===== config.mk =====
export PLATFORM = sky130hd
export DESIGN_NAME = aqe_portb_cmd_fetch
export DESIGN_NICKNAME = d
export VERILOG_FILES = /design/src/rtl/aqe_portb_cmd_fetch.sv
export SDC_FILE = /design/constraint.sdc
export NUM_CORES = 1
export LEC_CHECK = 0
export ABC_AREA = 1
export CORE_ASPECT_RATIO = 0.75
export CORE_MARGIN = 2
export CORE_UTILIZATION = 50
export DETAILED_ROUTE_END_ITERATION = 12
export GPL_ROUTABILITY_DRIVEN = 1
export PLACE_DENSITY_LB_ADDON = 0.3
export SLEW_MARGIN = 20
export SYNTH_ARGS = -nofsm -noshare
export SYNTH_HDL_FRONTEND = slang
export SYNTH_SLANG_ARGS = --single-unit
export TNS_END_PERCENT = 30

===== constraint.sdc =====
create_clock -name pll_core_cpuclk -period 5.3 [get_ports pll_core_cpuclk]
set_clock_uncertainty 0.2 [all_clocks]
set_input_delay 1.325 -clock pll_core_cpuclk [delete_from_list [all_inputs] [get_ports pll_core_cpuclk]]
set_output_delay 1.325 -clock pll_core_cpuclk [all_outputs]
set_load 0.005 [all_outputs]

===== src/rtl/aqe_portb_cmd_fetch.sv =====
// aqe_portb_cmd_fetch: streams a block of command words from AQE SRAM port B into a FIFO, then writes a completion word
module aqe_portb_cmd_fetch #(
  parameter int ADDR_W     = 20,
  parameter int RD_LAT     = 2,
  parameter int FIFO_DEPTH = 4
) (
  input  logic              pll_core_cpuclk,
  input  logic              pad_cpu_rst_b,
  input  logic              start,
  input  logic              abort,
  input  logic [ADDR_W-1:0] base_addr,
  input  logic [7:0]        word_len,
  input  logic [ADDR_W-1:0] status_addr,
  output logic [ADDR_W-1:0] dram1_portb_addr,
  output logic [15:0]       dram1_portb_wen,
  output logic [127:0]      dram1_portb_din,
  input  logic [127:0]      dram1_portb_dout,
  output logic              cmd_valid,
  output logic [127:0]      cmd_data,
  input  logic              cmd_ready,
  output logic              busy,
  output logic              done
);
  localparam int PW = FIFO_DEPTH > 1 ? $clog2(FIFO_DEPTH) : 1;
  localparam int CW = $clog2(FIFO_DEPTH + 1);
  typedef enum logic [1:0] {IDLE, FETCH, DRAIN, WRBACK} state_t;
  state_t              state;
  logic [ADDR_W-1:0]   base_q, stat_q;
  logic [7:0]          len_q;
  logic [8:0]          issued, total;
  logic                iss_q;
  logic [RD_LAT-1:0]   pipe;
  logic [127:0]        mem [FIFO_DEPTH];
  logic [PW-1:0]       wr_ptr, rd_ptr;
  logic [CW-1:0]       fifo_count;
  logic [7:0]          outstanding;
  logic                push, pop, launch, issue, last_pop;
  // iss_q marks the cycle an address is on the port; pipe then follows it to the dout cycle
  always_comb begin
    outstanding = 8'(fifo_count) + 8'(iss_q);
    for (int k = 0; k < RD_LAT; k++) outstanding = outstanding + 8'(pipe[k]);
  end
  assign total     = {1'b0, len_q} + 9'd1;
  assign push      = pipe[RD_LAT-1];
  assign cmd_valid = fifo_count != '0;
  assign cmd_data  = cmd_valid ? mem[rd_ptr] : '0;
  assign pop       = cmd_valid & cmd_ready;
  assign busy      = state != IDLE;
  assign launch    = state == IDLE && start && !abort;
  assign issue     = state == FETCH && issued != total && outstanding < 8'(FIFO_DEPTH);
  assign last_pop  = state == DRAIN && pop && fifo_count == CW'(1) && !iss_q && pipe == '0;
  always_ff @(posedge pll_core_cpuclk)
    if (push) mem[wr_ptr] <= dram1_portb_dout;
  always_ff @(posedge pll_core_cpuclk or negedge pad_cpu_rst_b)
    if (!pad_cpu_rst_b) begin
      state            <= IDLE;
      base_q           <= '0;
      stat_q           <= '0;
      len_q            <= '0;
      issued           <= '0;
      iss_q            <= 1'b0;
      pipe             <= '0;
      wr_ptr           <= '0;
      rd_ptr           <= '0;
      fifo_count       <= '0;
      dram1_portb_addr <= '0;
      dram1_portb_wen  <= '0;
      dram1_portb_din  <= '0;
      done             <= 1'b0;
    end else if (abort) begin
      state           <= IDLE;
      iss_q           <= 1'b0;
      pipe            <= '0;
      wr_ptr          <= '0;
      rd_ptr          <= '0;
      fifo_count      <= '0;
      dram1_portb_wen <= '0;
      dram1_portb_din <= '0;
      done            <= 1'b0;
    end else begin
      // the first read goes out with the accepted start to reach 1+RD_LAT+1 latency
      state <= launch ? FETCH :
               (state == FETCH && issued + 9'(issue) == total) ? DRAIN :
               last_pop ? WRBACK :
               state == WRBACK ? IDLE : state;
      iss_q <= launch | issue;
      pipe  <= (pipe << 1) | RD_LAT'(iss_q);
      if (push) wr_ptr <= wr_ptr == PW'(FIFO_DEPTH - 1) ? '0 : wr_ptr + PW'(1);
      if (pop) rd_ptr <= rd_ptr == PW'(FIFO_DEPTH - 1) ? '0 : rd_ptr + PW'(1);
      fifo_count      <= fifo_count + CW'(push) - CW'(pop);
      done            <= last_pop;
      dram1_portb_wen <= last_pop ? 16'hFFFF : 16'h0;
      dram1_portb_din <= last_pop ? {96'h0, 8'hA5, 15'h0, issued} : 128'h0;
      if (launch) begin
        base_q           <= base_addr;
        len_q            <= word_len;
        stat_q           <= status_addr;
        issued           <= 9'd1;
        dram1_portb_addr <= base_addr;
      end
      if (issue) begin
        issued           <= issued + 9'd1;
        dram1_portb_addr <= base_q + ADDR_W'(issued);
      end
      if (last_pop) dram1_portb_addr <= stat_q;
    end
endmodule

==> results of run 1 <==
-- where the power goes --
group	switching, mW	internal (mW)	total (mW)
clock network	1.79	2.37	4.16
logic	2.36	1.91	4.27
registers	0.168	5.42	5.59
-- layer usage --
| layer | wire length [um] | vias up | global-route usage, % |
|---|---|---|---|
| met1 | 28720 | 9092 | 31.82 |
| met4 | 1382 | 12 | 7.064 |
| met2 | 32570 | 635 | 39.73 |
| met5 | 80 | - | 0 |
| met3 | 4751 | 105 | 5.545 |
| li1 | - | 8833 | - |
-- final cells by class --
cell class / count / share of cell area, %
Sequential cell: 611 / 55.23
Multi-Input combinational cell: 1634 / 22.61
Timing Repair Buffer: 387 / 12.04
Clock buffer: 68 / 4.666
Tap cell: 712 / 2.755
Inverter: 114 / 1.408
Clock inverter: 38 / 1.246
Antenna cell: 5 / 0.03869
-- state kept, by name, indices dropped and copies added (netlist names) --
name / flops
issued: 9
dram1_portb_din: 9
wr_ptr: 2
state: 2
dram1_portb_addr: 20
mem: 512
len_q: 8
iss_q: 1
fifo_count: 3
pipe: 2
rd_ptr: 2
stat_q: 20
dram1_portb_wen: 1
base_q: 20
-- cells by family after synthesis --
kind of cell | Yosys count | synth area share (%)
AOI/OAI and AO/OA | 436 | 8.215
xor gates and xnor gates | 19 | 0.6236
adders and majority gates | 24 | 1.210
buffers and inverters | 375 | 7.352
DFF | 611 | 66.90
other | 1 | 0.01405
and+or+nand+nor | 1040 | 15.68
-- cell usage in the layout (no fill, tap or decap), types with 21 or more instances in the layout --
master,count
o21ai_0,264
clkdlybuf4s50_1,359
conb_1,115
o21ai_1,32
a21oi_1,136
inv_1,98
ha_1,21
dfrtp_1,97
nor2_1,568
clkbuf_16,58
edfxtp_1,512
nand3_1,92
nand2_1,335
-- through the flow --
step           power [mW]  hold WS (ns)  util [%]  std cells  instance area, um^2
2_1_floorplan       7.625        0.2349         -       2620                27110
3_3_place_gp        9.888        0.2572     57.50       3458                30410
3_5_place_dp        9.945        0.2568     57.50       3458                30410
4_1_cts             14.11        0.2728     61.12       3564                32320
5_1_grt             14.67        0.2922     61.14       3567                32330
6_report            14.03        0.2752     61.15       3569                32340
-- worst register-to-register path, cell delays in order (launching register included) --
cell,delay (ns)
dfrtp_1,0.47
fa_1,0.46
ha_1,0.28
nand2_1,0.07
nor2_1,0.06
nor4_4,0.12
buf_4,0.33
nand2_4,0.26
inv_2,0.20
ha_1,0.20
ha_1,0.20
nand3_1,0.14
nor2_1,0.18
xor2_1,0.19
xor2_1,0.09
inv_1,0.07
nand4_1,0.21
nand4_1,0.14
nand2_1,0.07
-- worst paths after layout --
check	slack, ns	start	endpoint
min	0.28	stat_q[19]$_DFFE_PN0P_	stat_q[19]$_DFFE_PN0P_
max in group asynchronous	3.51	pad_cpu_rst_b	base_q[13]$_DFFE_PN0P_
max reg2reg	1.25	iss_q$_DFF_PN0_	state[0]$_DFFE_PN0P_
min reg2reg	0.28	stat_q[19]$_DFFE_PN0P_	stat_q[19]$_DFFE_PN0P_
max	0.62	rd_ptr[0]$_DFFE_PN0P_	cmd_data[60]
min in group asynchronous	0.53	pad_cpu_rst_b	len_q[1]$_DFFE_PN0P_
==> results.json, run 1 <==
{
  "rsz0062_at_grt": "false",
  "clk_latency_ns": 0.62,
  "critPathCaptureType": "output port",
  "die_x_um": 270.8,
  "htree_levels": 2,
  "slew_viol_final": 0,
  "numCtsBuffers": 57,
  "crit_slowest_cell": "clkdlybuf4s50_1",
  "die_area_um2": 55250,
  "path_clk_slew_ns": 0.07,
  "cts_resized": 0,
  "cts_tree": "done",
  "overflow": 0,
  "setup.worst_path.start_class": "register",
  "hold_class": "register to register",
  "required_ns": 3.77,
  "final_layout_size_suffix_gt1_share_pct": 4.874,
  "yosysMostFrequentCell": "nor2_1",
  "cts_root_buf": "clkbuf_16",
  "vias": 18680,
  "crit_type": "register to output port",
  "drc": 0,
  "synthTopCellsByCount": "nor2_1, edfxtp_1, nand2_1",
  "start_util_pct": 50.46,
  "antenna_found_initial": 11,
  "synthDistinctLibCells": 39,
  "synth_area_leaders": "edfxtp_1, dfrtp_1, nor2_1",
  "rr_worst_depth": 18,
  "worst_slew_pin_slew_ns": 1.075,
  "setup_tns_ns": 0,
  "cp_top_family": "buffers and inverters",
  "rows": 73,
  "multi_input_area_um2": 7313,
  "min_path_cells": 2,
  "critical_path.max_stage_delay_ns": 0.56,
  "fin_nets": 3010,
  "grt_pass1_wl_um": 102600,
  "routed_wl_um": 67500,
  "min_period_ns": 4.682,
  "critical_path_peak_fanout": 94,
  "run_status": "complete, no violations",
  "p_per_area_nw_per_um2": 433.8,
  "clock.fmax_mhz": 213.6,
  "synth_ff_type": "edfxtp_1",
  "synthCells": 2506,
  "ctsHoldBuffers": 0,
  "track_usage_pct": 23.98,
  "setup_viol": 0,
  "ff_latch_area_um2": 17860,
  "worstPathArrival_ns": 3.16,
  "synth_edf_count": 512,
  "clock_path_buffers": 3,
  "synth_top_area_share_pct": 57.62,
  "setup_slack_ns": 0.6181,
  "maxCapViolCount": 0,
  "ys_ff_latch": 611,
  "ant_nets": 0,
  "wl_per_cell_um": 18.91,
  "synth_async_sr_flop_share_pct": 16.20,
  "max-slew-margin-rel_pct": 28.32,
  "post_cts_buffers": 0,
  "nFillCells": 4154,
  "core_um2": 52880,
  "path_cells": "inv_6 -> buf_4 -> o21ai_0 -> a21oi_1 -> clkdlybuf4s50_1",
  "netlist_area_um2": 26680,
  "grt_max_degree": 197,
  "die_h_um": 204.1,
  "first_pass_iters": 6,
  "drt_iter0_markers": 1481,
  "grt_pass1_vias": 18250,
  "ir_drop_mv": 0.3643,
  "synth_warnings": 0,
  "gp_congestion": 0.8932,
  "portBuffers": 360,
  "pre_cts_ws_ns": 1.227,
  "areaGrowthSynthToFinish_pct": 21.19,
  "path_buf_inv": 3,
  "hold_viol": 0,
  "fin_crit_sh_pct": 88.34,
  "io_pins": 476,
  "p_leak_nw": 12.19,
  "cts.sinks": 611,
  "syn_area_per_cell_um2": 10.65,
  "dp_hpwl_um": 41180,
  "synth_top_area_cell": "edfxtp_1",
  "yosysSeqAreaShare_pct": 66.90,
  "via_per_inst": 5.233,
  "path_depth": 5
}
No activity file was read; power rests on OpenSTA's default activity.
==> run 2: changes to the inputs <==
MAX_ROUTING_LAYER = met4   (was default)
==> results.json, run 2 (synthesis results as in run 1) <==
{
  "numCtsBuffers": 57,
  "critical_path.startpoint": "fifo_count[1]$_DFF_PN0_",
  "final_cell_mix": "nor2_1, edfxtp_1, clkdlybuf4s50_1",
  "hold_ws_ns": 0.2796,
  "setup_viol": 0,
  "min_period_ns": 4.636,
  "track_usage_pct": 24.49,
  "gp_congestion": 0.9074,
  "grt_pass1_vias": 18440,
  "final_common_cell": "nor2_1",
  "r2r-start": "iss_q$_DFF_PN0_",
  "p_per_area_nw_per_um2": 429.3,
  "critical_path_peak_fanout": 26,
  "max-slew-margin-rel_pct": 31.81,
  "wl_per_cell_um": 18.51,
  "largest-register": "mem",
  "rows": 73,
  "via_per_inst": 5.210,
  "critPathCaptureType": "output port",
  "routedLengthMet1_um": 28310,
  "dp_hpwl_um": 40400,
  "start_util_pct": 50.46,
  "pwr-share-seq_pct": 40.4,
  "die_x_um": 270.8,
  "io_pins": 476,
  "grt_max_degree": 197,
  "vias": 18630,
  "cts.sinks": 611,
  "crit_type": "register to output port",
  "sw_frac_of_total_pct": 31.05,
  "portBuffers": 360,
  "maxCapViolCount": 0,
  "fin_area_um2": 32270,
  "ff_latch_area_um2": 17860,
  "clkPwrFrac_pct": 29.3,
  "worst_slew_pin_slew_ns": 1.023,
  "met2_length_um": 32210,
  "p_leak_nw": 12.17,
  "ir_drop_mv": 0.3841,
  "min_from": "stat_q[18]$_DFFE_PN0P_",
  "switchingPower_mw": 4.301,
  "drt_iter0_markers": 1696,
  "largest_reg_flops": 512,
  "multi_input_area_um2": 7313,
  "final_util_pct": 61.01,
  "cts_resized": 0,
  "antenna_found_initial": 10,
  "cts_tree": "done",
  "ctsHoldBuffers": 0,
  "rr_worst_depth": 18,
  "clock.fmax_mhz": 215.7,
  "clk_latency_ns": 0.62,
  "fin_crit_sh_pct": 87.47,
  "p_int_mw": 9.551,
  "highest_layer": "met4",
  "total_power_mw": 13.85,
  "setup.worst_path.start_class": "register",
  "die_h_um": 204.1,
  "run_status": "complete, no violations",
  "areaGrowthSynthToFinish_pct": 20.92,
  "setup_tns_ns": 0,
  "ant_nets": 0,
  "htree_levels": 2,
  "slew_viol_final": 0,
  "fin_nets": 3009,
  "hold_viol": 0,
  "routed_wl_um": 66160,
  "cts_root_buf": "clkbuf_16",
  "power_frac_comb_pct": 30.3,
  "rsz0062_at_grt": "false",
  "path_clk_slew_ns": 0.06,
  "final_layout_size_suffix_gt1_share_pct": 5.117,
  "core_um2": 52880,
  "die_area_um2": 55250,
  "wl_met3_um": 4452,
  "hold_class": "register to register",
  "drc": 0,
  "overflow": 0,
  "first_pass_iters": 5,
  "post_cts_buffers": 0,
  "clock_path_buffers": 3,
  "nFillCells": 4148,
  "worstPathArrival_ns": 3.11,
  "grt_pass1_wl_um": 102400,
  "place_area_um2": 30380,
  "min_path_cells": 2,
  "required_ns": 3.77
}
==> run 2: changes by cell type in the layout (fill, tap and decap cells not counted), moves of 3 or more <==
cell      change
clkinv_4      +3
diode_2       +5
clkinv_2      +6
clkinv_1      -4
==> run 2: power groups by stage <==
stage	Combinational [mW]	Clock (mW)	Sequential (mW)
after floorplan	1.99	0	5.64
after global placement	4.15	0	5.69
after detailed placement	4.19	0	5.69
after CTS	4.23	4.12	5.59
after global routing	4.60	4.32	5.62
final	4.20	4.06	5.59
==> run 2: final timing paths <==
| kind | slack [ns] | endpoint |
|---|---|---|
| worst max-delay path | 0.66 | cmd_data[114] |
| worst min-delay path | 0.28 | stat_q[18]$_DFFE_PN0P_ |
| worst max register to register | 1.21 | state[0]$_DFFE_PN0P_ |
| worst min register to register | 0.28 | stat_q[18]$_DFFE_PN0P_ |
| max in group asynchronous | 3.27 | stat_q[5]$_DFFE_PN0P_ |
| min in group asynchronous | 0.65 | dram1_portb_din[6]$_DFF_PN0_ |
==> run 2: stage by stage <==
| step | worst slack [ns] | instances |
|---|---|---|
| finish | 0.6640 | 3575 |
| global route | 0.4703 | 3575 |
| CTS | 0.6105 | 3565 |
| detailed placement | 1.177 | 3457 |
| global placement | 1.308 | 3457 |
| floorplan | 1.475 | 2620 |
==> run 2: per-layer routing <==
metal | GRT usage (%) | vias up
met5 | - | -
met4 | 6.137 | 0
met3 | 4.817 | 88
met2 | 39.98 | 614
met1 | 31.75 | 9067
li1 | - | 8857
==> run 2: cell type report <==
| cell class | instances | area share, % |
|---|---|---|
| repair buffers | 386 | 11.96 |
| clock buffers | 63 | 4.490 |
| inverters | 114 | 1.412 |
| multi-input cells | 1634 | 22.67 |
| well taps | 712 | 2.761 |
| clock inverters | 45 | 1.284 |
| flip-flops and latches | 611 | 55.35 |
| diodes | 10 | 0.07756 |
==> run 2: critical path, stage by stage, from the launching register on <==
cell and delay [ns]:
dfrtp_1 0.41, nor2_1 0.19, inv_1 0.11, nor2_4 0.61, buf_4 0.48, a21oi_1 0.18
clkdlybuf4s50_1 0.49
==> run 3: changes to the inputs <==
GPL_TIMING_DRIVEN = 1   (was default)
==> results of run 3 <==
The final DEF is identical to that of run 2; final timing and power are the same.
